$ cat src/rtl/pipe_hazard_ctrl.sv
// Five-stage pipeline sequencing: load-use stalls, branch flushes,
// data-memory wait states with timeout, and EX operand forwarding.
module pipe_hazard_ctrl #(
  parameter int DM_TIMEOUT = 15
) (
  input  logic        clk,
  input  logic        clr,
  input  logic [4:0]  id_rs,
  input  logic [4:0]  id_rt,
  input  logic [4:0]  ex_rs,
  input  logic [4:0]  ex_rt,
  input  logic [4:0]  ex_writeReg,
  input  logic        ex_RegWrite,
  input  logic        ex_MemToReg,
  input  logic [4:0]  mem_writeReg,
  input  logic        mem_RegWrite,
  input  logic        mem_MemToReg,
  input  logic        mem_MemRead,
  input  logic        mem_MemWrite,
  input  logic [4:0]  wb_writeReg,
  input  logic        wb_RegWrite,
  input  logic        branch_taken,
  input  logic        dm_ready,
  output logic        dm_req,
  output logic        pc_en,
  output logic        ifid_en,
  output logic        exmem_en,
  output logic        ifid_flush,
  output logic        idex_flush,
  output logic        memwb_flush,
  output logic [1:0]  fwd_a,
  output logic [1:0]  fwd_b,
  output logic        dm_err,
  output logic [15:0] stall_cnt
);

  typedef enum logic [1:0] {
    RUN     = 2'd0,
    MEMWAIT = 2'd1,
    ERROR   = 2'd2
  } state_t;

  localparam logic [7:0] TMO_LAST = 8'(DM_TIMEOUT - 1);

  state_t      state_q, state_d;
  logic [7:0]  wait_cnt_q, wait_cnt_d;
  logic [15:0] stall_cnt_q, stall_cnt_d;
  logic        dm_err_q, dm_err_d;

  logic acc, mstall, lu, timeout;

  assign acc     = mem_MemRead | mem_MemWrite;
  assign mstall  = acc & ~dm_ready & (state_q != ERROR);
  assign timeout = mstall & (wait_cnt_q == TMO_LAST);
  assign lu      = ex_MemToReg & ex_RegWrite
                 & (ex_writeReg != 5'd0)
                 & ((ex_writeReg == id_rs)
                 | (ex_writeReg == id_rt));

  function automatic logic [1:0] fwd_sel(
    input logic [4:0] src
  );
    if (mem_RegWrite && !mem_MemToReg &&
        mem_writeReg != 5'd0 &&
        mem_writeReg == src)
      return 2'b10;
    else if (wb_RegWrite &&
             wb_writeReg != 5'd0 &&
             wb_writeReg == src)
      return 2'b01;
    else
      return 2'b00;
  endfunction

  always_ff @(posedge clk or posedge clr) begin
    if (clr) begin
      state_q     <= RUN;
      wait_cnt_q  <= 8'd0;
      stall_cnt_q <= 16'd0;
      dm_err_q    <= 1'b0;
    end else begin
      state_q     <= state_d;
      wait_cnt_q  <= wait_cnt_d;
      stall_cnt_q <= stall_cnt_d;
      dm_err_q    <= dm_err_d;
    end
  end

  always_comb begin
    state_d = state_q;
    unique case (state_q)
      RUN: begin
        if (timeout)     state_d = ERROR;
        else if (mstall) state_d = MEMWAIT;
      end
      MEMWAIT: begin
        if (timeout)      state_d = ERROR;
        else if (!mstall) state_d = RUN;
      end
      ERROR:   state_d = ERROR;
      default: state_d = RUN;
    endcase
    wait_cnt_d  = mstall ? wait_cnt_q + 8'd1 : 8'd0;
    dm_err_d    = dm_err_q | (state_d == ERROR);
    stall_cnt_d = stall_cnt_q;
    if (!pc_en && stall_cnt_q != 16'hFFFF)
      stall_cnt_d = stall_cnt_q + 16'd1;
  end

  always_comb begin
    dm_req      = 1'b0;
    pc_en       = 1'b0;
    ifid_en     = 1'b0;
    exmem_en    = 1'b0;
    ifid_flush  = 1'b0;
    idex_flush  = 1'b0;
    memwb_flush = 1'b0;
    fwd_a       = 2'b00;
    fwd_b       = 2'b00;
    if (clr) begin
      ifid_flush  = 1'b1;
      idex_flush  = 1'b1;
      memwb_flush = 1'b1;
    end else if (state_q != ERROR) begin
      dm_req = acc;
      fwd_a  = fwd_sel(ex_rs);
      fwd_b  = fwd_sel(ex_rt);
      if (mstall) begin
        memwb_flush = 1'b1;
      end else if (branch_taken) begin
        pc_en      = 1'b1;
        ifid_en    = 1'b1;
        exmem_en   = 1'b1;
        ifid_flush = 1'b1;
        idex_flush = 1'b1;
      end else if (lu) begin
        idex_flush = 1'b1;
        exmem_en   = 1'b1;
      end else begin
        pc_en    = 1'b1;
        ifid_en  = 1'b1;
        exmem_en = 1'b1;
      end
    end
  end

  assign dm_err    = dm_err_q;
  assign stall_cnt = stall_cnt_q;

endmodule

$ cat config.mk
export PLATFORM = sky130hd
export DESIGN_NAME = pipe_hazard_ctrl
export DESIGN_NICKNAME = d
export VERILOG_FILES = /design/src/rtl/pipe_hazard_ctrl.sv
export SDC_FILE = /design/constraint.sdc
export NUM_CORES = 1
export LEC_CHECK = 0
export CAP_MARGIN = 25
export CORE_MARGIN = 2
export CORE_UTILIZATION = 43
export CTS_CLUSTER_DIAMETER = 120
export CTS_CLUSTER_SIZE = 16
export DETAILED_ROUTE_END_ITERATION = 8
export MAX_ROUTING_LAYER = met4
export PLACE_DENSITY = 0.87
export SYNTH_ARGS = -nofsm -noshare
export SYNTH_HDL_FRONTEND = slang
export SYNTH_SLANG_ARGS = --single-unit
$ cat constraint.sdc
create_clock -name clk -period 2.1 [get_ports clk]
set_input_delay 0.21 -clock clk [delete_from_list [all_inputs] [get_ports clk]]
set_output_delay 0.21 -clock clk [all_outputs]
set_load 0.01 [all_outputs]
==> out/qor.yml, run 1 <==
status: "finished with violations"
violations: "setup timing"
fmaxAchievable_mhz: 466
p_switching_uw: 658
finalMaxSlewViolations: 0
syn_nets: 236
combPwrFrac: 0.450
fin_ws_ns: -0.0460
initial_core_util: 0.441
seqPwrFrac: 0.382
synth_compound_area_frac: 0.0482
synth_fa_ha_area_frac: 0.0216
r2r_end: "stall_cnt[13]$_DFFE_PP0P_"
netlist.area_leader.share: 0.388
maxCapViolCount: 0
ys_ff_latch: 27
dp_slack_ns: -0.551
place_congestion: 0.850
slew-limit-headroom: 0.735
internal_power_uw: 1240
cp.arrival_ns: 2.36
avgSynthCellArea_sq_um: 9.31
syn_inst: 187
wl_um: 5960
ir_worst_vdd_uv: 660
synth_edf_count: 0
synthSimpleGateAreaFrac: 0.269
place_area_sq_um: 2790
startpoint: "stall_cnt[1]$_DFFE_PP0P_"
path_class: "register to register"
ys_seq_area_frac: 0.388
ys_types: 35
dr.pass1.iters: 4
num_io_pins: 74
fin_area_sq_um: 3050
rr_worst_depth: 9
viasPerCell: 5.15
synth_top_family_by_area: "simple AND/OR/NAND/NOR gates"
hold_ws_ns: 0.374
synth_warnings: 0
grt_max_degree: 31
io_buffer_count: 73
cts_hold_buf: 0
fin_skew_ns: 0.00501
ctsLongestPathBuffers: 2
endpoint: "stall_cnt[13]$_DFFE_PP0P_"
grt_pass1_wl_um: 7780
synth-xor-area-share: 0.252
cp_data_required_time_ns: 2.32
drive_gt1_frac: 0.248
clk_pin_slew_ns: 0.10
p_per_area_nw_per_um2: 623
r2r-start: "stall_cnt[1]$_DFFE_PP0P_"
vias: 1832
p_leak_uw: 0.00145
synthFlopType: "dfrtp_1"
utilization: 0.774
power.share.clock: 0.168
cp-start-kind: "register"
insertion_delay_ns: 0.29
synth_mux_area_frac: 0.00863
root_buffer: "clkbuf_8"
die_w_um: 67.6
yosysTopAreaCell: "dfrtp_1"
setup_viol: 4
crit_fanout: 7
drtAntennaViolNets: 0
cts_buffers: 3
htreeDepth: 1
wire_per_inst_um: 16.7
hp-class: "input pin to async pin"
drcViolationCount: 0
swShare: 0.346
post-synth-top-count-cell: "xor2_1"
overflow: 0
grt_use_total: 0.235
die-area_sq_um: 4570
cts_tree: "yes"
yosys-top-cells-area: "dfrtp_1 39%, xor2_1 14%, xnor2_1 11%, nor2_1 4.7%, nor3_1 3.5%"
tightest_slew_ns: 0.394
endpoint_kind: "register"
grt_pass1_vias: 1691
finalHoldViolCount: 0
synthesis.area_sq_um: 1740
antenna_found_initial: 0
period_minus_slack_ns: 2.15
async_reset_ff_frac: 1.00
synth_common_cells: "28 x xor2_1, 27 x dfrtp_1, 22 x nor2_1, 22 x xnor2_1, 15 x nand2_1"
final.period_utilization: 1.02
die_h_um: 67.6
reg2reg_slack_ns: -0.05
dpl.hpwl_um: 3920
antenna_cells: 0
cts.sinks: 27
nets: 356
core-area_sq_um: 3940
first_iter_violations: 52
synthToLayoutAreaGrowth_pct: 75.4
rows: 23
## sequential cells by signal, summed over array words and instances, names as in the netlist
register and flops:
wait_cnt_q 8, state_q 2, stall_cnt 16, dm_err 1
## cell usage in the layout (no fill, tap or decap), types with 2 or more instances in the layout
cell             count
clkdlybuf4s50_1     45
buf_4               40
xor2_1              28
dfrtp_1             27
nor2_1              22
xnor2_1             21
nand2_1             15
dlymetal6s2s_1      14
nor3_1              10
nand3_1              9
nand4_1              8
dlygate4sd2_1        6
buf_6                4
and3_1               3
inv_1                3
nor4_1               3
ha_1                 3
clkbuf_8             3
clkdlybuf4s15_1      3
or4_4                2
nor4_2               2
a21oi_2              2
nor3b_2              2
or2_2                2
buf_2                2
## power groups by stage
| stage | logic (uW) | registers, uW | clock network [uW] |
|---|---|---|---|
| 2_1_floorplan | 285 | 765 | 0 |
| 3_3_place_gp | 778 | 726 | 0 |
| 3_5_place_dp | 794 | 731 | 0 |
| 4_1_cts | 813 | 723 | 323 |
| 5_1_grt | 909 | 738 | 347 |
| 6_report | 856 | 726 | 320 |
## worst min-delay path by stage
stage,startpoint,end
floorplan,clr,dm_err$_DFF_PP0_
global placement,dm_err$_DFF_PP0_,dm_err$_DFF_PP0_
detailed placement,stall_cnt[14]$_DFFE_PP0P_,stall_cnt[14]$_DFFE_PP0P_
CTS,clr,wait_cnt_q[6]$_DFF_PP0_
global route,clr,stall_cnt[15]$_DFFE_PP0P_
finish,clr,wait_cnt_q[0]$_DFF_PP0_
## routing by layer
layer | wire length (um) | global-route usage
met1 | 2230 | 0.268
met5 | 0 | -
met4 | 93 | 0.0510
met2 | 3340 | 0.434
met3 | 294 | 0.0317
## timing repair
action,CTS,global route
endpoints found under the setup margin,10,18
hold endpoints to repair,0,0
gates resized for setup,43,27
buffers inserted,3,4
gates cloned,0,1
pin swaps,7,18
## kinds of logic (layout without fill, tap and decap cells)
family,after synthesis,after routing
AO/OA/AOI/OAI,10,10
XOR/XNOR,50,50
adder cells (fa/ha/maj),3,3
buffers and inverters,5,124
flip-flops,27,27
multiplexers,1,1
AND/OR/NAND/NOR,91,91
## layout make-up
type	instances	area, sq um
clock buffers	3	41.3
clock inverters	1	8.76
fillers	244	890
inverters	4	18.8
multi-input cells	155	1140
flip-flops and latches	27	676
well taps	50	62.6
repair buffers	116	1110
## per-stage QoR
step,TNS (ns),total power (uW),cells
global route,-0.916,1990,356
floorplan,0,1050,187
detailed placement,-5.04,1530,344
global placement,-3.75,1500,344
CTS,-0.0136,1860,351
finish,-0.0944,1900,356
## worst max-delay path, stage by stage, from the launching register on
cell     delay, ns
dfrtp_1       0.42
ha_1          0.26
nand4_1       0.17
nor4_2        0.07
buf_4         0.16
nor4_2        0.30
a21oi_2       0.12
buf_4         0.18
nor3_1        0.21
xor2_1        0.18
(Power assumes the default switching activity.)
==> run 2: changes to the inputs <==
Settings changed: CTS_CLUSTER_DIAMETER 120 to 40, SLEW_MARGIN from default to 10.
==> results of run 2 <==
The final DEF is identical to that of run 1; final timing and power are the same.
